===== src/rtl/fifo_wr_arbiter.sv =====
// Round-robin arbiter that funnels NUM_REQ write requesters into one FIFO write port.
// Define FIFO_ARB_OVF_CNT_EN to build the saturating overflow event counter.
module fifo_wr_arbiter #(
    parameter int DATA_WIDTH = 16,
    parameter int NUM_REQ    = 4
) (
    input  logic                          clk,
    input  logic                          rst_n,
    input  logic [NUM_REQ-1:0]            req,
    input  logic [NUM_REQ*DATA_WIDTH-1:0] req_data,
    output logic [NUM_REQ-1:0]            gnt,
    output logic                          wr_en,
    output logic [DATA_WIDTH-1:0]         data_in,
    input  logic                          full,
    input  logic                          almostfull,
    input  logic                          wr_ack,
    input  logic                          overflow,
    output logic [7:0]                    ovf_cnt
);
    localparam int IW = $clog2(NUM_REQ);

    typedef enum logic [1:0] {IDLE, WRITE, STALL} state_t;

    state_t                  state;
    logic [IW-1:0]           last_gnt;
    logic [IW-1:0]           pend_idx;

    logic [NUM_REQ-1:0]      cand;
    logic                    rr_found;
    logic [IW-1:0]           rr_idx;
    logic                    found;
    logic [IW-1:0]           win;
    logic [NUM_REQ-1:0]      win_oh;
    logic [DATA_WIDTH-1:0]   win_data;
    logic                    permit;

    // The requester granted this cycle is masked; in STALL gnt is 0 so nothing is.
    assign cand   = req & ~gnt;
    assign permit = !full && !(almostfull && wr_en);

    always_comb begin
        rr_found = 1'b0;
        rr_idx   = '0;
        for (int k = 1; k <= NUM_REQ; k++) begin
            logic [IW-1:0] j;
            j = IW'((int'(last_gnt) + k) % NUM_REQ);
            if (!rr_found && cand[j]) begin
                rr_found = 1'b1;
                rr_idx   = j;
            end
        end
    end

    // A stalled winner keeps its slot; late arrivals closer to the pointer must not jump it.
    always_comb begin
        if (state == STALL && req[pend_idx]) begin
            found = 1'b1;
            win   = pend_idx;
        end else begin
            found = rr_found;
            win   = rr_idx;
        end
    end

    always_comb begin
        win_oh   = '0;
        win_data = '0;
        for (int i = 0; i < NUM_REQ; i++) begin
            if (win == IW'(i)) begin
                win_oh[i] = 1'b1;
                win_data  = req_data[i*DATA_WIDTH +: DATA_WIDTH];
            end
        end
    end

    always_ff @(posedge clk) begin
        if (!rst_n) begin
            state    <= IDLE;
            last_gnt <= IW'(NUM_REQ - 1);
            pend_idx <= '0;
            gnt      <= '0;
            wr_en    <= 1'b0;
            data_in  <= '0;
        end else if (found && permit) begin
            state    <= WRITE;
            last_gnt <= win;
            gnt      <= win_oh;
            wr_en    <= 1'b1;
            data_in  <= win_data;
        end else if (found) begin
            state    <= STALL;
            pend_idx <= win;
            gnt      <= '0;
            wr_en    <= 1'b0;
        end else begin
            state    <= IDLE;
            gnt      <= '0;
            wr_en    <= 1'b0;
        end
    end

`ifdef FIFO_ARB_OVF_CNT_EN
    logic wr_en_q;

    // wr_ack answers the previous cycle's write, so compare against delayed wr_en.
    always_ff @(posedge clk) begin
        if (!rst_n) begin
            wr_en_q <= 1'b0;
            ovf_cnt <= 8'd0;
        end else begin
            wr_en_q <= wr_en;
            if ((overflow || (wr_en_q && !wr_ack)) && ovf_cnt != 8'hFF)
                ovf_cnt <= ovf_cnt + 8'd1;
        end
    end
`else
    logic unused_resp;
    assign unused_resp = ^{overflow, wr_ack};
    assign ovf_cnt     = 8'd0;
`endif

endmodule


===== config.mk =====
export PLATFORM = sky130hd
export DESIGN_NAME = fifo_wr_arbiter
export DESIGN_NICKNAME = d
export VERILOG_FILES = /design/src/rtl/fifo_wr_arbiter.sv
export SDC_FILE = /design/constraint.sdc
export NUM_CORES = 1
export LEC_CHECK = 0
export BUFFER_PORTS_ARGS = -buffer_cell sky130_fd_sc_hd__buf_4
export CAP_MARGIN = 5
export CORE_ASPECT_RATIO = 0.75
export CORE_UTILIZATION = 45
export DETAILED_ROUTE_END_ITERATION = 8
export GPL_TIMING_DRIVEN = 1
export PLACE_DENSITY = 0.84
export SKIP_LAST_GASP = 1
export SYNTH_ARGS = -nofsm -noshare
export SYNTH_HDL_FRONTEND = slang
export SYNTH_SLANG_ARGS = --single-unit

===== constraint.sdc =====
create_clock -name clk -period 6.64 [get_ports clk]
set_input_delay 0.664 -clock clk [delete_from_list [all_inputs] [get_ports clk]]
set_output_delay 0.664 -clock clk [all_outputs]
set_load 0.01 [all_outputs]

Yosys cells after proc, flatten, opt, wreduce, memory -nomap -nowiden
Cells that the tools add are included.

Register bits: 27. Latch bits: 0. RAM bits: 0. ROM bits: 0. Input port bits: 74. Output and inout port bits: 29. Word-level logic and storage cells: 71. Memories kept: 0.

Add/sub/neg operators: 4. Multiply operators: 0. Divide/modulo/power cells: 0. Magnitude comparators: 5. Equality and inequality tests: 4. Shift-type cells: 0. Muxes and demuxes: 31. Bitwise gates (word level): 4. Reductions and logical operators: 16.

Operator list (number): $mux W16 (4); $mux W1 (16); $lt A2 B3 Y1 const B (5); $mux W2 (6); $bmux W1 S2 (5); $logic_and A1 B1 Y1 (7); $eq A2 B2 Y1 const B (3); $logic_not A1 Y1 (5); $add A2 B1 Y2 const B (2); $add A2 B2 Y2 const B (2); $and A4 B4 Y4 (1); $not A4 Y4 (1); $reduce_and A2 Y1 (2); $eq A2 B1 Y1 const B (1); $logic_not A2 Y1 (1); $not A1 Y1 (2); $reduce_or A2 Y1 (1).

Longest topological paths before layout
Depth in word-level cells: 20. Mapped depth: 9. Gate-level depth less buffers: 6.

Worst setup path before layout
OpenSTA, ideal clock, no wires.

Path kind: input-to-reg. Start: input req[3]. End: register data_in[14]. Library setup time: 0.138 ns. Data arrival time: 2.542 ns. Required time: 6.502 ns. Slack: 3.960 ns. Stages: 8. Path buffers: 2. Path through: mux4_2 -> and3b_1 -> buf_6 -> o32ai_2 -> buf_4 -> mux2_2 -> a22oi_1 -> o221ai_1.

Word-level cells in the longest chain between the ends: 19. Elaborated cells between the ends (all ways): 37.

RTL lines: from (decl) (line 9) `input logic [NUM_REQ-1:0] req,`; $and A4 B4 Y4 (line 38) `assign cand = req & ~gnt;`; $bmux W1 S2 (line 47) `if (!rr_found && cand[j]) begin`; $mux W1 (not written as such) (line 47); $mux W1 (line 47); $logic_not A1 Y1 (line 47); $logic_and A1 B1 Y1 (line 47); $mux W1 (line 47); $logic_not A1 Y1 (line 47); $logic_and A1 B1 Y1 (line 47); $mux W1 (line 47); $logic_not A1 Y1 (line 47); $logic_and A1 B1 Y1 (line 47); $mux W2 (line 47); $mux W2 (line 56) `if (state == STALL && req[pend_idx]) begin`; $logic_not A2 Y1 (line 69) `if (win == IW'(i)) begin`; $mux W16 (4 in series) (line 69); to (signal assigned) (line 89) `data_in <= win_data;`; to (decl) (line 13) `output logic [DATA_WIDTH-1:0] data_in,`.

Several ways; a longest one is shown, not always the timed one. The select of a mux whose other input is x is not followed. A chain may end at the register's enable or synchronous reset.

Worst setup path after layout
Start: input req[3]. End: register data_in[4].

The elaborated chain is that of the path after synthesis.

==> metrics.txt <==
Tightest Pin Transition 1.075 ns; Tot GR Track Use 24.97%; vias after detailed routing 1802; Max VDD drop 0.1650 mV; Post-synth EDFFs 0; HPWL after DPL 3595 µm; first-pass GRT wire length 7479 µm; clock sink count 26; Mean Syn Cell Area 8.693 µm²; initial core utilization 48.57%; IO Pins 103; setup ws final 3.486 ns; CTS tree done; Inserted Clock Buffers 3; vias in the first global route 1652; DIE HEIGHT 54.47 µm; post-CTS setup repair buffer count 0; cts hold-fix bufs 0; RSZ-0062 raised after global routing no; Final #Nets 349; Synth async-reset ratio 0%; Synth cell types 42; drt wl/cell 15.00 µm; die area 3919 µm²; Setup WS pre-CTS 3.187 ns; Pwr Density 259.3 nW/µm²; Initial DRC Count 64; Post-synth top flop dfxtp_1; core area 3401 µm²; Post-Synthesis Cells 190; max-cap violations 0; crit end category flop; critical path class in -> reg; initial antenna violation count 0; CTS clock-pin slew for the worst setup and hold paths 0.09 ns; Warnings, synthesis 0; setup TNS 0 ns; Yosys top cell area share 31.52%; total grt overflow 0; status finished, final reports clean; number of diodes 0; Slew headroom 27.85%; port bufs 92; CP startpoint kind input pin; first-pass iteration count of the detailed router 4; H-tree depth 1; Final Cell Area 2361 µm²; Cell Area, Synth 1652 µm²; RePlAce Congestion 0.8483; layout cells sized above 1 39.19%; CP Max Fanout 18; reg-to-reg critical path startpoint pend_idx[1]; cell leakage power 0.001032 µW; final period utilization 47.51%; Crit. Startpoint req[3]; Final Hold Fails 0; vias per cell 5.579; worst hold path depth 2; Die Span X 71.96 µm; Slew Limit Fails 0; Synth area leader dfxtp_1; PostCTS Resize Cnt 0; Remaining DRCs 0; Synth area leaders dfxtp_1 32%, o32ai_1 7.4%, a211oi_1 6.4%; CP Data Required Time 6.80 ns; final setup fails 0; Min Hold Slack 0.4606 ns; clk_skew 0.003045 ns; crit-path cells buf_4 > mux4_2 > and3b_1 > a211oi_4 > a211o_1 > o22ai_1 > o32ai_1; post-route ant nets 0; arrival time at the worst endpoint 3.32 ns; sequential fraction of the synthesis area 31.52%; Tightest Hold Check Type reg -> reg; area grow syn2layout 42.95%; clock root buffer master clkbuf_8; fill count 284; Critical Path Max Stage Delay 0.71 ns; fmax 0.3170 GHz; largest net degree at the start of global routing 25; cell area after placement 2320 µm²; Routed WL 4845 µm; total power 612.1 µW; clk buf depth 2; post-synthesis register bit count 26; Clock Latency Late Sink 0.27 ns; min Tclk post-route 3.154 ns; Hold Crit Start data_in[5]; worst reg2reg path depth 6; CP max stage cell a211oi_4; Core Rows 18
## power by group
group / switching [µW] / internal [µW]
clock: 47.8 / 40.7
combinational: 157 / 149
sequential: 25.8 / 192
## layout by cell type, fill, tap and decap left out, types with 5 or more instances in the layout
cell      Yosys  final
o32ai_1      14     14
conb_1        1      8
nor3_1        7      7
inv_1        19     19
a211oi_1     14     14
buf_4        10     95
nor2b_1       5      5
o22ai_1      13     13
dfxtp_1      26     26
o21a_1       14     14
o221ai_1      5      5
## sequential cells by signal, indices dropped and copies added (netlist names)
| signal | count |
|---|---|
| state | 1 |
| data_in | 16 |
| last_gnt | 2 |
| wr_en | 1 |
| gnt | 4 |
| pend_idx | 2 |
## critical path, delay by kind of cell
kind | cells | cell delay [ns]
AOI/OAI and AO/OA | 4 | 1.77
muxes | 1 | 0.45
and+or+nand+nor | 1 | 0.30
buffers and inverters | 1 | 0.12
## metrics by stage
stage	cells	util, %
6_report	323	69.43
5_1_grt	323	69.43
4_1_cts	323	69.43
3_5_place_dp	320	68.21
3_3_place_gp	320	68.21
2_1_floorplan	197	-
## synthesized netlist by cell type, types with 4 or more instances
library cell,count
dfxtp_1,26
inv_1,19
a211oi_1,14
o21a_1,14
o32ai_1,14
o22ai_1,13
buf_4,10
nor3_1,7
buf_2,5
nor2b_1,5
o221ai_1,5
a21oi_1,4
clkbuf_1,4
nand2b_1,4
nor2_1,4
## per-layer routing
| layer | track usage, % | wire, µm |
|---|---|---|
| met3 | 5.893 | 363 |
| met4 | 4.902 | 66 |
| met2 | 44.34 | 2240 |
| met1 | 31.69 | 2175 |
| met5 | 0 | 0 |
## kinds of logic after synthesis
group,share of synthesized area [%]
mux,5.378
other cells,0.2271
simple gates,12.35
flops,31.52
buf+inv,12.42
compound gates,38.11
## layout make-up
cell class	instances	area [µm²]	share of cell area, %
multi-input combinational	130	952.2	40.33
timing repair buffer	95	713.2	30.21
sequential	26	520.5	22.05
inverter	19	71.32	3.021
tap	50	62.56	2.650
clock buffer	3	41.29	1.749
## final timing paths
path	end	slack, ns
min reg2reg	data_in[5]	0.46
min	data_in[5]	0.46
max reg2reg	data_in[4]	3.53
max	data_in[4]	3.49
Note: power is estimated with default switching activity, not from simulation.
